**config.mk**
```make
export PLATFORM = sky130hd
export DESIGN_NAME = sniff_event_packer
export DESIGN_NICKNAME = d
export VERILOG_FILES = /design/src/rtl/sniff_event_packer.sv
export SDC_FILE = /design/constraint.sdc
export NUM_CORES = 1
export LEC_CHECK = 0
export CORE_MARGIN = 2
export CORE_UTILIZATION = 51
export CTS_CLUSTER_DIAMETER = 150
export CTS_CLUSTER_SIZE = 24
export DETAILED_ROUTE_END_ITERATION = 12
export PLACE_DENSITY = 0.73
export SLEW_MARGIN = 5
export SYNTH_ARGS = -nofsm -noshare
export SYNTH_HDL_FRONTEND = slang
export SYNTH_SLANG_ARGS = --single-unit
```
**constraint.sdc**
```tcl
create_clock -name clk -period 8.57 [get_ports clk]
set_input_delay 2.1425 -clock clk [delete_from_list [all_inputs] [get_ports clk]]
set_output_delay 2.1425 -clock clk [all_outputs]
set_load 0.05 [all_outputs]
```
**src/rtl/sniff_event_packer.sv**
```systemverilog
// sniff_event_packer
// Capture front-end for the bus sniffer. It watches a sampled bus and
// timestamps every change of value. Each change is packed into a 64-bit word
// and presented to the capture FIFO through a single-entry output register.
// While the FIFO back-pressures, events that cannot be stored are counted.
// That count is later reported in-band as a marker word.
//
// Word layouts (MSB first):
//   data   : {1'b0, ts[TS_W-1:0], sample[DATA_W-1:0]}
//   marker : {1'b1, ts[TS_W-1:0], drops[DATA_W-1:0]}   (drops saturates)
module sniff_event_packer #(
    parameter int DATA_W = 16
) (
    input  logic              clk,
    input  logic              rst,
    input  logic              enable,
    input  logic [DATA_W-1:0] sample_in,
    input  logic              fifo_full,
    output logic [63:0]       fifo_din,
    output logic              fifo_wr_en,
    output logic              busy,
    output logic [31:0]       drop_total
);
    // Timestamp fills whatever the flag bit and the sample leave of 64 bits.
    localparam int TS_W = 63 - DATA_W;

    typedef enum logic [1:0] {
        ST_IDLE  = 2'd0,
        ST_RUN   = 2'd1,
        ST_FLUSH = 2'd2
    } state_t;

    state_t            state_reg;
    state_t            state_next;
    logic [TS_W-1:0]   ts_reg;
    logic [TS_W-1:0]   ts_next;
    logic [DATA_W-1:0] sample_q_reg;
    logic [31:0]       pend_drops_reg;
    logic [31:0]       pend_drops_next;
    logic [31:0]       drop_total_reg;
    logic [31:0]       drop_total_next;
    logic [63:0]       word_reg;
    logic [63:0]       word_next;
    logic              valid_reg;
    logic              valid_next;

    logic              slot_free;
    logic              change_hit;
    logic              event_hit;
    logic              load_marker;
    logic              load_data;
    logic              drop_hit;
    logic [DATA_W-1:0] drops_field;

    // The marker's drop field is only DATA_W bits wide. A narrow field clamps
    // to all-ones, so a large count never appears as a small wrapped value. A
    // wide field holds the full 32-bit count after zero-extension.
    generate
        if (DATA_W >= 32) begin : g_drops_wide
            assign drops_field = DATA_W'(pend_drops_reg);
        end else begin : g_drops_narrow
            localparam logic [31:0] FIELD_MAX = (32'd1 << DATA_W) - 32'd1;
            assign drops_field = (pend_drops_reg > FIELD_MAX) ? {DATA_W{1'b1}}
                                                              : pend_drops_reg[DATA_W-1:0];
        end
    endgenerate

    // The output slot can take a new word if it is empty, or if the FIFO
    // accepts its current word at this edge.
    assign slot_free  = !valid_reg || !fifo_full;
    assign change_hit = (sample_in != sample_q_reg);

    // There are two kinds of event. The IDLE->RUN edge always produces an
    // initial word. In RUN, any change of the bus value produces a word.
    assign event_hit = ((state_reg == ST_IDLE) && enable) ||
                       ((state_reg == ST_RUN) && change_hit);

    // Pending drops take the slot before new data. An event that loses the
    // slot, either to a marker or to backpressure, is dropped.
    assign load_marker = slot_free && (pend_drops_reg != 32'd0);
    assign load_data   = slot_free && !load_marker && event_hit;
    assign drop_hit    = event_hit && !load_data;

    // Next-state logic. Once draining has started in FLUSH, enable has no
    // effect; FLUSH ends only when nothing is left to emit.
    always_comb begin
        state_next = state_reg;
        unique case (state_reg)
            ST_IDLE: begin
                if (enable) begin
                    state_next = ST_RUN;
                end
            end
            ST_RUN: begin
                if (!enable) begin
                    state_next = ST_FLUSH;
                end
            end
            ST_FLUSH: begin
                if (!valid_reg && (pend_drops_reg == 32'd0)) begin
                    state_next = ST_IDLE;
                end
            end
            default: state_next = ST_IDLE;
        endcase
    end

    // Timestamp: held at zero while idle, and counts every cycle while active.
    // The IDLE->RUN edge stamps its word with 0 and moves the counter to 1.
    // As a result, the counter equals the number of edges since the start.
    always_comb begin
        ts_next = '0;
        if (state_next != ST_IDLE) begin
            ts_next = ts_reg + TS_W'(1);
        end
    end

    // Output slot load/hold plus pending-drop and total-drop accounting.
    always_comb begin
        word_next       = word_reg;
        valid_next      = valid_reg;
        pend_drops_next = pend_drops_reg;
        drop_total_next = drop_total_reg;

        if (load_marker) begin
            word_next  = {1'b1, ts_reg, drops_field};
            valid_next = 1'b1;
        end else if (load_data) begin
            word_next  = {1'b0, ts_reg, sample_in};
            valid_next = 1'b1;
        end else if (slot_free) begin
            valid_next = 1'b0;
        end

        // A marker reports the drops counted so far. A drop in the same cycle
        // starts the next batch at one, so it is never lost.
        if (load_marker) begin
            pend_drops_next = drop_hit ? 32'd1 : 32'd0;
        end else if (drop_hit && (pend_drops_reg != 32'hFFFF_FFFF)) begin
            pend_drops_next = pend_drops_reg + 32'd1;
        end

        if (drop_hit && (drop_total_reg != 32'hFFFF_FFFF)) begin
            drop_total_next = drop_total_reg + 32'd1;
        end
    end

    // Control state: FSM state and timestamp counter.
    always_ff @(posedge clk or posedge rst) begin
        if (rst) begin
            state_reg <= ST_IDLE;
            ts_reg    <= '0;
        end else begin
            state_reg <= state_next;
            ts_reg    <= ts_next;
        end
    end

    // Datapath state: sample history, output slot and drop counters.
    always_ff @(posedge clk or posedge rst) begin
        if (rst) begin
            sample_q_reg   <= '0;
            word_reg       <= '0;
            valid_reg      <= 1'b0;
            pend_drops_reg <= '0;
            drop_total_reg <= '0;
        end else begin
            sample_q_reg   <= sample_in;
            word_reg       <= word_next;
            valid_reg      <= valid_next;
            pend_drops_reg <= pend_drops_next;
            drop_total_reg <= drop_total_next;
        end
    end

    assign fifo_din   = word_reg;
    assign fifo_wr_en = valid_reg;
    assign busy       = (state_reg != ST_IDLE);
    assign drop_total = drop_total_reg;

endmodule

```
==> flow_metrics.env <==
export IMPL_status="finished clean"
export IMPL_tightestPinTransition_ns=1.148
export IMPL_drt_pre_antenna_iters=6
export IMPL_gpl_final_weighted_congestion=0.8649
export IMPL_detailed_place_hpwl_um=12650
export IMPL_via_per_inst=5.509
export IMPL_busiest_layer="met2"
export IMPL_synth_top_area_cell="dfrtp_1"
export IMPL_netlist_top_cells_count="dfrtp_1, nor2_1, nand2_1"
export IMPL_final_number_of_max_transition_violations=0
export IMPL_cts_max_level=4
export IMPL_detail_route_antenna_nets=0
export IMPL_worstSetupPathType="input port to register"
export IMPL_post_drt_wl_per_cell_um=16.00
export IMPL_critical_path_max_stage_delay_ns=0.64
export IMPL_remaining_drc_errors=0
export IMPL_std_cell_rows=48
export IMPL_p_clk_share_pct=29.6
export IMPL_grt_antenna_before_repair=0
export IMPL_synth_warnings=0
export IMPL_clkSlewWorstSetupHoldPaths_ns=0.07
export IMPL_postSynthCellCount=826
export IMPL_timing_clock_skew_ns=0.009260
export IMPL_total_switching_power_mw=1.058
export IMPL_iteration_0_drc_count_of_the_detailed_router=390
export IMPL_flip_flop_count_of_the_largest_register_after_layout=64
export IMPL_met1_global_route_usage_pct=29.80
export IMPL_crit_path_cell_trace="clkdlybuf4s50_1 -> xor2_1 -> nor4_1 -> nand4_1 -> o21a_1 -> nand2_4 -> nand2_2 -> mux2_1"
export IMPL_cts_setup_buffers=0
export IMPL_timing_critical_path_fanout_max=47
export IMPL_core_area_um2=17240
export IMPL_fin_setup_tns_ns=0
export IMPL_numPortBuffers=117
export IMPL_synth_async_reset_ratio_pct=100.0
export IMPL_met3_track_demand_over_resource_pct=4.623
export IMPL_synth_area_leaders="dfrtp_1, xor2_1, mux2_2"
export IMPL_avgSynthCellArea_um2=10.82
export IMPL_num_antenna_cells=0
export IMPL_synth_yosys_seq_area_share_pct=54.31
export IMPL_synth_most_common_cell="dfrtp_1"
export IMPL_fraction_of_layout_instances_using_a_drive_strength_above_1_pct=11.58
export IMPL_postCtsResizedCells=0
export IMPL_vias_post_dr=6473
export IMPL_finalSetupViolations=0
export IMPL_grt_use_total_pct=21.43
export IMPL_hold_viol=0
export IMPL_sequential_power_share_pct=37.9
export IMPL_grt_met2_usage_pct=34.20
export IMPL_number_of_buffers_on_the_longest_clock_path=2
export IMPL_boundaryPins=118
export IMPL_worst_endpoint_arrival_ns=5.49
export IMPL_max_cap_violations=0
export IMPL_timing_hold_worst_class="register to register"
export IMPL_worst_setup_path_start_kind="input port"
export IMPL_postSynthRegisterBits=194
export IMPL_initial_util_pct=51.86
export IMPL_cellPowerDensity_nw_per_um2=259.9
export IMPL_number_of_synthesized_flops_with_an_enable_pin=0
export IMPL_setup_worst_path_end_class="register"
export IMPL_areaGrowthSynthToFinish_pct=22.07
export IMPL_globalRouteOverflowTotal=0
export IMPL_required_arrival_time_at_the_worst_endpoint_ns=8.89
export IMPL_worst_skew_pair_late_latency_ns=0.43
export IMPL_fill_cells=1398
export IMPL_floorplan_die_area_um2=18600
export IMPL_post_place_ws_ns=2.925
export IMPL_critical_path_slowest_cell="nand2_2"
export IMPL_timing_final_ws_setup_ns=3.398
export IMPL_dominantRegCellSynth="dfrtp_1"
export IMPL_pin_count_of_the_biggest_net_entering_global_routing=121
export IMPL_cts_inserted_buffers=17
export IMPL_synthesis_nets=850
export IMPL_cellInternalPower_mw=1.778
export IMPL_unique_cell_type_count_in_the_yosys_netlist=53
export IMPL_final_period_utilization_pct=60.36
export IMPL_synthDominantCellAreaShare_pct=54.31
export IMPL_syn_area_um2=8939
export IMPL_part_of_the_power_in_combinational_logic_pct=32.5
export IMPL_first_pass_grt_wire_length_um=31540
export IMPL_irDropWorstVdd_mv=0.1800
export IMPL_clock_tree_from_tritoncts="done"
export IMPL_power_static_leakage_nw=4.839
export IMPL_routed_wirelength_um=18800
export IMPL_die_y_um=136.4
export IMPL_die_w_um=136.4
export IMPL_grt_setup_unrepaired="false"
export IMPL_cts_root_buf="clkbuf_16"
export IMPL_clk_sinks=194
export IMPL_sw_frac_of_total_pct=37.32
export IMPL_num_nets_final=962
export IMPL_grt_pass1_vias=6300
export IMPL_fin_crit_ns=5.172
export IMPL_cts_hold_buffers=0
export IMPL_fmax_ghz=0.1933
export IMPL_relSlewSlack_pct=23.19
==> final cells by class <==
cell class | instances | area, um2 | area share, %
clock inverters | 10 | 146.4 | 1.342
multi-input cells | 596 | 3910 | 35.83
repair buffers | 121 | 1201 | 11.01
flip-flops and latches | 194 | 4855 | 44.49
well taps | 225 | 281.5 | 2.580
inverters | 8 | 37.54 | 0.3440
clock buffers | 21 | 480.5 | 4.403
==> cell families (layout without fill, tap and decap cells) <==
logic type | after synthesis | in the layout | share of synthesized area, %
AO/OA/AOI/OAI | 68 | 68 | 4.115
XOR/XNOR | 106 | 106 | 10.39
buffers and inverters | 36 | 160 | 2.086
flip-flops | 194 | 194 | 54.31
adder cells (fa/ha/maj) | 4 | 4 | 0.5599
multiplexers | 49 | 49 | 6.159
AND/OR/NAND/NOR | 369 | 369 | 22.38
==> critical path, delay by kind of cell <==
kind                   cells  cell delay [ns]
buffers and inverters      1             0.46
multiplexers               1             0.56
XOR/XNOR                   1             0.18
AO/OA/AOI/OAI              1             0.49
AND/OR/NAND/NOR            4             1.60
==> worst paths after layout <==
check | startpoint | endpoint | slack [ns] | depth (start not counted)
max | sample_in[3] | fifo_din[25] | 3.40 | 8
min | fifo_din[51] | fifo_din[51] | 0.48 | 1
max reg2reg | sample_q_reg[6] | fifo_din[25] | 5.23 | 7
min reg2reg | fifo_din[51] | fifo_din[51] | 0.48 | 1
max in group asynchronous | rst | fifo_din[12] | 4.92 | 3
min in group asynchronous | rst | fifo_din[29] | 2.24 | 2
==> layout by cell type (no fill, tap or decap), drive strengths merged, types with 4 or more instances in the layout <==
master and n:
dfrtp 194, clkdlybuf4s50 117, nor2 104, nand2 80, xor2 70, mux2 48
a21oi 45, nand4 40, nand3 38, xnor2 36, nor4 24, clkbuf 21
and3 16, o21ai 16, nor3 16, or3 14, inv 12, and4 8
and2 7, nor2b 6, or4 5, nor4b 4, ha 4, buf 4
==> metal layers <==
layer | vias to the layer above | routed length [um]
li1 | 3100 | -
met1 | 3215 | 8636
met2 | 143 | 9182
met3 | 15 | 770
met4 | 0 | 211
met5 | - | 0
==> power by group through the flow <==
stage               combinational, mW  clock (mW)  sequential (mW)
finish                          0.921       0.838             1.08
global route                    0.998       0.886             1.09
CTS                             0.931       0.854             1.08
detailed placement              0.926           0             1.09
global placement                0.919           0             1.09
floorplan                       0.459           0             1.29
==> through the flow <==
stage	util, %	std cells	power (mW)	area (um2)	hold slack [ns]
after detailed placement	59.67	1144	2.019	10280	0.4760
after global placement	59.67	1144	2.010	10280	0.4686
after global routing	63.31	1175	2.973	10910	0.5053
final	63.31	1175	2.836	10910	0.4849
after floorplan	-	826	1.750	8939	0.4515
after CTS	63.31	1175	2.860	10910	0.4908
Note: power is estimated with default switching activity, not from simulation.
